`src/rtl/spi_transmitter.sv`:
```
// Audio SPI link serializer: one DATA_WIDTH sample per FRAME_BITS-bit frame,
// MSB first, zero padded, with a free-running serial clock and CS gap control.
module spi_transmitter #(
    parameter int unsigned DATA_WIDTH   = 16,
    parameter int unsigned FRAME_BITS   = 32,
    parameter int unsigned HALF_DIV     = 2,
    parameter int unsigned CS_IDLE_BITS = 2
) (
    input  logic                  clk,
    input  logic                  reset,
    input  logic                  s_valid,
    input  logic [DATA_WIDTH-1:0] s_data,
    output logic                  s_ready,
    output logic                  serial_clk,
    output logic                  chip_select,
    output logic                  mosi,
    output logic                  busy,
    output logic                  frame_done
);

    localparam int unsigned DIV_W = (HALF_DIV > 1) ? $clog2(HALF_DIV) : 1;
    localparam int unsigned BIT_W = (FRAME_BITS > 1) ? $clog2(FRAME_BITS) : 1;
    localparam int unsigned GAP_W = $clog2(CS_IDLE_BITS + 1);

    typedef enum logic [0:0] {
        IDLE  = 1'b0,
        SHIFT = 1'b1
    } state_t;

    state_t                state;
    state_t                state_nxt;
    logic [DIV_W-1:0]      div_cnt;
    logic                  div_tc;
    logic                  fall_evt;
    logic [DATA_WIDTH-1:0] hold_data;
    logic                  hold_full;
    logic [DATA_WIDTH-1:0] shift_reg;
    logic [DATA_WIDTH-1:0] shift_nxt;
    logic [BIT_W-1:0]      bit_idx;
    logic [BIT_W-1:0]      bit_idx_nxt;
    logic [GAP_W-1:0]      gap_cnt;
    logic [GAP_W-1:0]      gap_nxt;
    logic                  cs_nxt;
    logic                  mosi_nxt;
    logic                  done_nxt;
    logic                  start_c;

    assign div_tc   = (div_cnt == DIV_W'(HALF_DIV - 1));
    assign fall_evt = div_tc && serial_clk;
    assign s_ready  = !hold_full;

    // Free-running serial clock divider
    always_ff @(posedge clk or posedge reset) begin
        if (reset) begin
            div_cnt    <= '0;
            serial_clk <= 1'b0;
        end else if (div_tc) begin
            div_cnt    <= '0;
            serial_clk <= !serial_clk;
        end else begin
            div_cnt    <= div_cnt + DIV_W'(1);
        end
    end

    // Holding register; load needs it empty and frame start needs it full
    always_ff @(posedge clk or posedge reset) begin
        if (reset) begin
            hold_data <= '0;
            hold_full <= 1'b0;
        end else if (start_c) begin
            hold_full <= 1'b0;
        end else if (s_valid && s_ready) begin
            hold_data <= s_data;
            hold_full <= 1'b1;
        end
    end

    // Frame state register
    always_ff @(posedge clk or posedge reset) begin
        if (reset) begin
            state       <= IDLE;
            bit_idx     <= '0;
            gap_cnt     <= GAP_W'(CS_IDLE_BITS);
            shift_reg   <= '0;
            chip_select <= 1'b1;
            mosi        <= 1'b0;
            busy        <= 1'b0;
            frame_done  <= 1'b0;
        end else begin
            state       <= state_nxt;
            bit_idx     <= bit_idx_nxt;
            gap_cnt     <= gap_nxt;
            shift_reg   <= shift_nxt;
            chip_select <= cs_nxt;
            mosi        <= mosi_nxt;
            busy        <= (state_nxt == SHIFT);
            frame_done  <= done_nxt;
        end
    end

    // Next state; every line change lands on a serial_clk falling edge
    always_comb begin
        state_nxt   = state;
        bit_idx_nxt = bit_idx;
        gap_nxt     = gap_cnt;
        shift_nxt   = shift_reg;
        cs_nxt      = chip_select;
        mosi_nxt    = mosi;
        done_nxt    = 1'b0;
        start_c     = 1'b0;
        if (fall_evt) begin
            case (state)
                IDLE: begin
                    cs_nxt   = 1'b1;
                    mosi_nxt = 1'b0;
                    if (gap_cnt < GAP_W'(CS_IDLE_BITS)) begin
                        gap_nxt = gap_cnt + GAP_W'(1);
                    end
                    if (hold_full && ((32'(gap_cnt) + 32'd1) >= CS_IDLE_BITS)) begin
                        start_c     = 1'b1;
                        cs_nxt      = 1'b0;
                        mosi_nxt    = hold_data[DATA_WIDTH-1];
                        shift_nxt   = hold_data;
                        bit_idx_nxt = '0;
                        state_nxt   = SHIFT;
                    end
                end
                SHIFT: begin
                    if (bit_idx == BIT_W'(FRAME_BITS - 1)) begin
                        cs_nxt    = 1'b1;
                        mosi_nxt  = 1'b0;
                        gap_nxt   = '0;
                        done_nxt  = 1'b1;
                        state_nxt = IDLE;
                    end else begin
                        // Zero fill makes the padding bits fall out naturally
                        bit_idx_nxt = bit_idx + BIT_W'(1);
                        shift_nxt   = shift_reg << 1;
                        mosi_nxt    = shift_nxt[DATA_WIDTH-1];
                    end
                end
                default: begin
                    state_nxt = IDLE;
                end
            endcase
        end
    end

endmodule

```
`config.mk`:
```
export PLATFORM = sky130hd
export DESIGN_NAME = spi_transmitter
export DESIGN_NICKNAME = d
export VERILOG_FILES = /design/src/rtl/spi_transmitter.sv
export SDC_FILE = /design/constraint.sdc
export NUM_CORES = 1
export LEC_CHECK = 0
export ABC_AREA = 1
export ABC_CLOCK_PERIOD_IN_PS = 1950
export CAP_MARGIN = 20
export CELL_PAD_IN_SITES_DETAIL_PLACEMENT = 0
export CELL_PAD_IN_SITES_GLOBAL_PLACEMENT = 2
export CORE_ASPECT_RATIO = 1.5
export CORE_MARGIN = 2
export CORE_UTILIZATION = 32
export DETAILED_ROUTE_END_ITERATION = 8
export PLACE_DENSITY_LB_ADDON = 0.2
export SLEW_MARGIN = 0
export SYNTH_ARGS = -nofsm -noshare
export SYNTH_HDL_FRONTEND = slang
export SYNTH_SLANG_ARGS = --single-unit
```
`constraint.sdc`:
```
create_clock -name clk -period 1.95 [get_ports clk]
set_clock_uncertainty 0.1 [all_clocks]
set_input_delay 0.2925 -clock clk [delete_from_list [all_inputs] [get_ports clk]]
set_output_delay 0.2925 -clock clk [all_outputs]
set_load 0.005 [all_outputs]
```
==> summary.txt <==
Logic synthesis
  • Syn nets: 272
  • Post-synthesis sequential element count: 45
  • Yosys warning total: 0
  • Synth Cell Area: 2050 sq um
  • Sequential share of the synthesized area: 55.0%
  • Synth area leaders: dfrtp_1 52%, nand2_1 14%, nand3_1 5.9%, o21ai_0 4.4%, inv_1 4.2%
  • Largest area contributor in the netlist: dfrtp_1
  • Synth cell types: 18
  • Synth top area share: 52.4%
  • Post-Syn Instances: 249
  • Mapped Avg Cell Area: 8.25 sq um

Clocking
  • Setup bufs post-CTS: 0
  • Num CTS Buffers: 5
  • CTS tree: yes
  • Max Buffers Root-to-Sink: 2
  • Clock latency on the worst-skew pair: 0.30 ns
  • CTS clock-pin slew for the worst setup and hold paths: 0.09 ns
  • H-tree depth: 2
  • Root buffer cell: clkbuf_8
  • Clock sinks: 45

Placed design
  • Dpl hpwl: 2.80 mm
  • Post-DP Area: 2380 sq um
  • Gpl congestion: 0.713
  • Setup WS pre-CTS: 0.0267 ns
  • PortBufs: 24

Timing
  • Setup TNS: 0 ns
  • Final Hold Vio Count: 0
  • Fmax: 0.551 GHz
  • Period minus WS final: 1.81 ns
  • Slew Limit Fails: 0
  • Measured slew at the worst slew-check pin: 0.295 ns
  • Relative slew slack: 80.2%
  • Unrepaired setup endpoints after global routing: yes
  • Final setup violation count: 0
  • Hold Slack: 0.228 ns
  • Fin worst setup slack: 0.136 ns
  • Final period util: 93.0%

Global route
  • Vias in the first global route: 1677
  • Remaining Overflow, GRT: 0
  • Total track usage: 13.5%
  • Initial antenna violation count: 0
  • First-pass GRT wire length: 7.58 mm
  • Largest net degree at the start of global routing: 46

Power
  • Pwr Total: 1.88 mW
  • Pleak: 1.25 nW
  • Power per cell area: 760 nW/um^2
  • VDD IR max: 374 uV

Layout
  • Fill count: 652
  • Final instance area: 2480 sq um
  • N_diodes: 0
  • Ratio of cells with drive above 1 in the final layout: 7.97%
  • Fin nets: 298
  • Max FFs per register: 16
  • Area Growth Syn to Fin: 20.7%

Worst hold path
  • Hold crit path type: in2async

Setup path
  • Worst setup SP type: flop
  • Data required, critical path: 2.09 ns
  • Arr. time, crit path: 1.95 ns
  • Crit-path cells: ha_1, nand2_1, nor2_1, ha_1, inv_1, nand2_1, nand2_2, buf_4, nand3_1, nand2_1
  • Worst path most repeated cell: nand2_1
  • R2R Path Start: bit_idx[0]
  • Crit-path max FO: 16
  • Critical path's slowest cell: dfrtp_1
  • R2R depth: 10
  • Reg2reg end: shift_reg[0]
  • WP buf/inv: 2
  • CP peak stage delay: 0.43 ns
  • Worst setup path class: reg2reg
  • Crit end category: flop
  • FF-to-FF setup slack: 0.14 ns
  • Cell family with most CP delay: simple AND/OR/NAND/NOR gates

Routing
  • Drc violations: 0
  • Router iterations before antenna repair: 4
  • Vias per std cell: 4.61
  • DRC marker count from the first detailed-route iteration: 56
  • Total number of vias: 1614
  • DR WL/cell: 11.9 microns
  • DRT antenna net count: 0
  • Post-Route WL: 4.17 mm

Outcome
  • Outcome: completed

Die
  • Starting Density: 33.3%
  • Die Width: 69.4 microns
  • Rows: 35
  • Die Span Y: 102 microns
  • Area of the core: 6170 sq um
  • I/O pin cnt: 25
  • Die area: 7090 sq um

Flow run
  • Max Cap Violations: 0
## cell usage after synthesis
master   number
a21oi_1      13
o21ai_0      18
nand3_1      24
nand2_2       3
nor2_1       23
ha_1          4
dfstp_2       2
inv_1        23
inv_2         2
nor3_1        1
buf_4         3
nand3_2       1
buf_6         2
nor3b_1       1
nand4_1       1
nand2_1      79
dfrtp_1      43
buf_2         6
## worst min-delay path, delay by kind of cell
kind | cells | cell delay [ns]
buf+inv | 3 | 0.71
## where the power goes
group | total, mW | switching, mW | internal (mW) | leakage, nW
clock network | 0.605 | 0.315 | 0.290 | 0.0455
logic | 0.206 | 0.111 | 0.0948 | 0.683
registers | 1.07 | 0.0327 | 1.04 | 0.520
total | 1.88 | 0.459 | 1.43 | 1.25
## area by class of cell
cell class	count	area, sq um	area share, %
multi-input cells	168	763	30.8
well taps	74	92.6	3.74
flip-flops and latches	45	1130	45.5
repair buffers	30	310	12.5
clock buffers	8	90.1	3.63
inverters	25	93.8	3.79
## metal layers
layer,share of wire [%],GRT usage [%],vias up
met1,43,14.9,759
met2,53,25.5,20
met4,1.7,4.98,0
met3,2.4,2.66,6
li1,-,-,829
met5,0,0,-
## stage by stage
| step | std cells | util, % |
|---|---|---|
| 2_1_floorplan | 249 | - |
| 3_3_place_gp | 342 | 38.6 |
| 3_5_place_dp | 342 | 38.6 |
| 4_1_cts | 350 | 40.0 |
| 5_1_grt | 350 | 40.1 |
| 6_report | 350 | 40.1 |
## timing repair
item                       4_1_cts  5_1_grt
gates resized for setup          0        2
setup endpoints to repair        0       21
hold buffers                     0        0
## worst max path at each step
stage               slack [ns]  depth (start not counted)  startpoint      endpoint
floorplan                 0.27                         11  bit_idx[0]    bit_idx[0]
global placement          0.07                          9  bit_idx[0]         state
detailed placement        0.03                          9  bit_idx[0]         state
CTS                      0.004                          9  bit_idx[0]         state
global route             -0.03                          9  bit_idx[0]         state
finish                    0.14                         10  bit_idx[0]  shift_reg[0]
## cells in the final DEF, fill, tap and decap left out
master / count
nand2_1: 79
ha_1: 4
nand4_1: 1
nor3_1: 1
nor2_1: 22
nand2_2: 2
inv_1: 22
nor3b_1: 1
o21ai_0: 18
nand2_4: 1
nand3_1: 24
buf_4: 4
dfstp_2: 2
clkbuf_8: 6
clkdlybuf4s50_1: 24
buf_12: 2
a21oi_1: 13
nand3_2: 1
nor2_2: 1
inv_2: 3
clkbuf_1: 2
dfrtp_1: 43
## cell families after synthesis
kind of cell | share of synthesized area [%]
compound gates | 7.56
buf+inv | 8.23
fa+ha+maj | 2.44
simple gates | 26.8
flops | 55.0
Power figures use the tool's default switching activity.
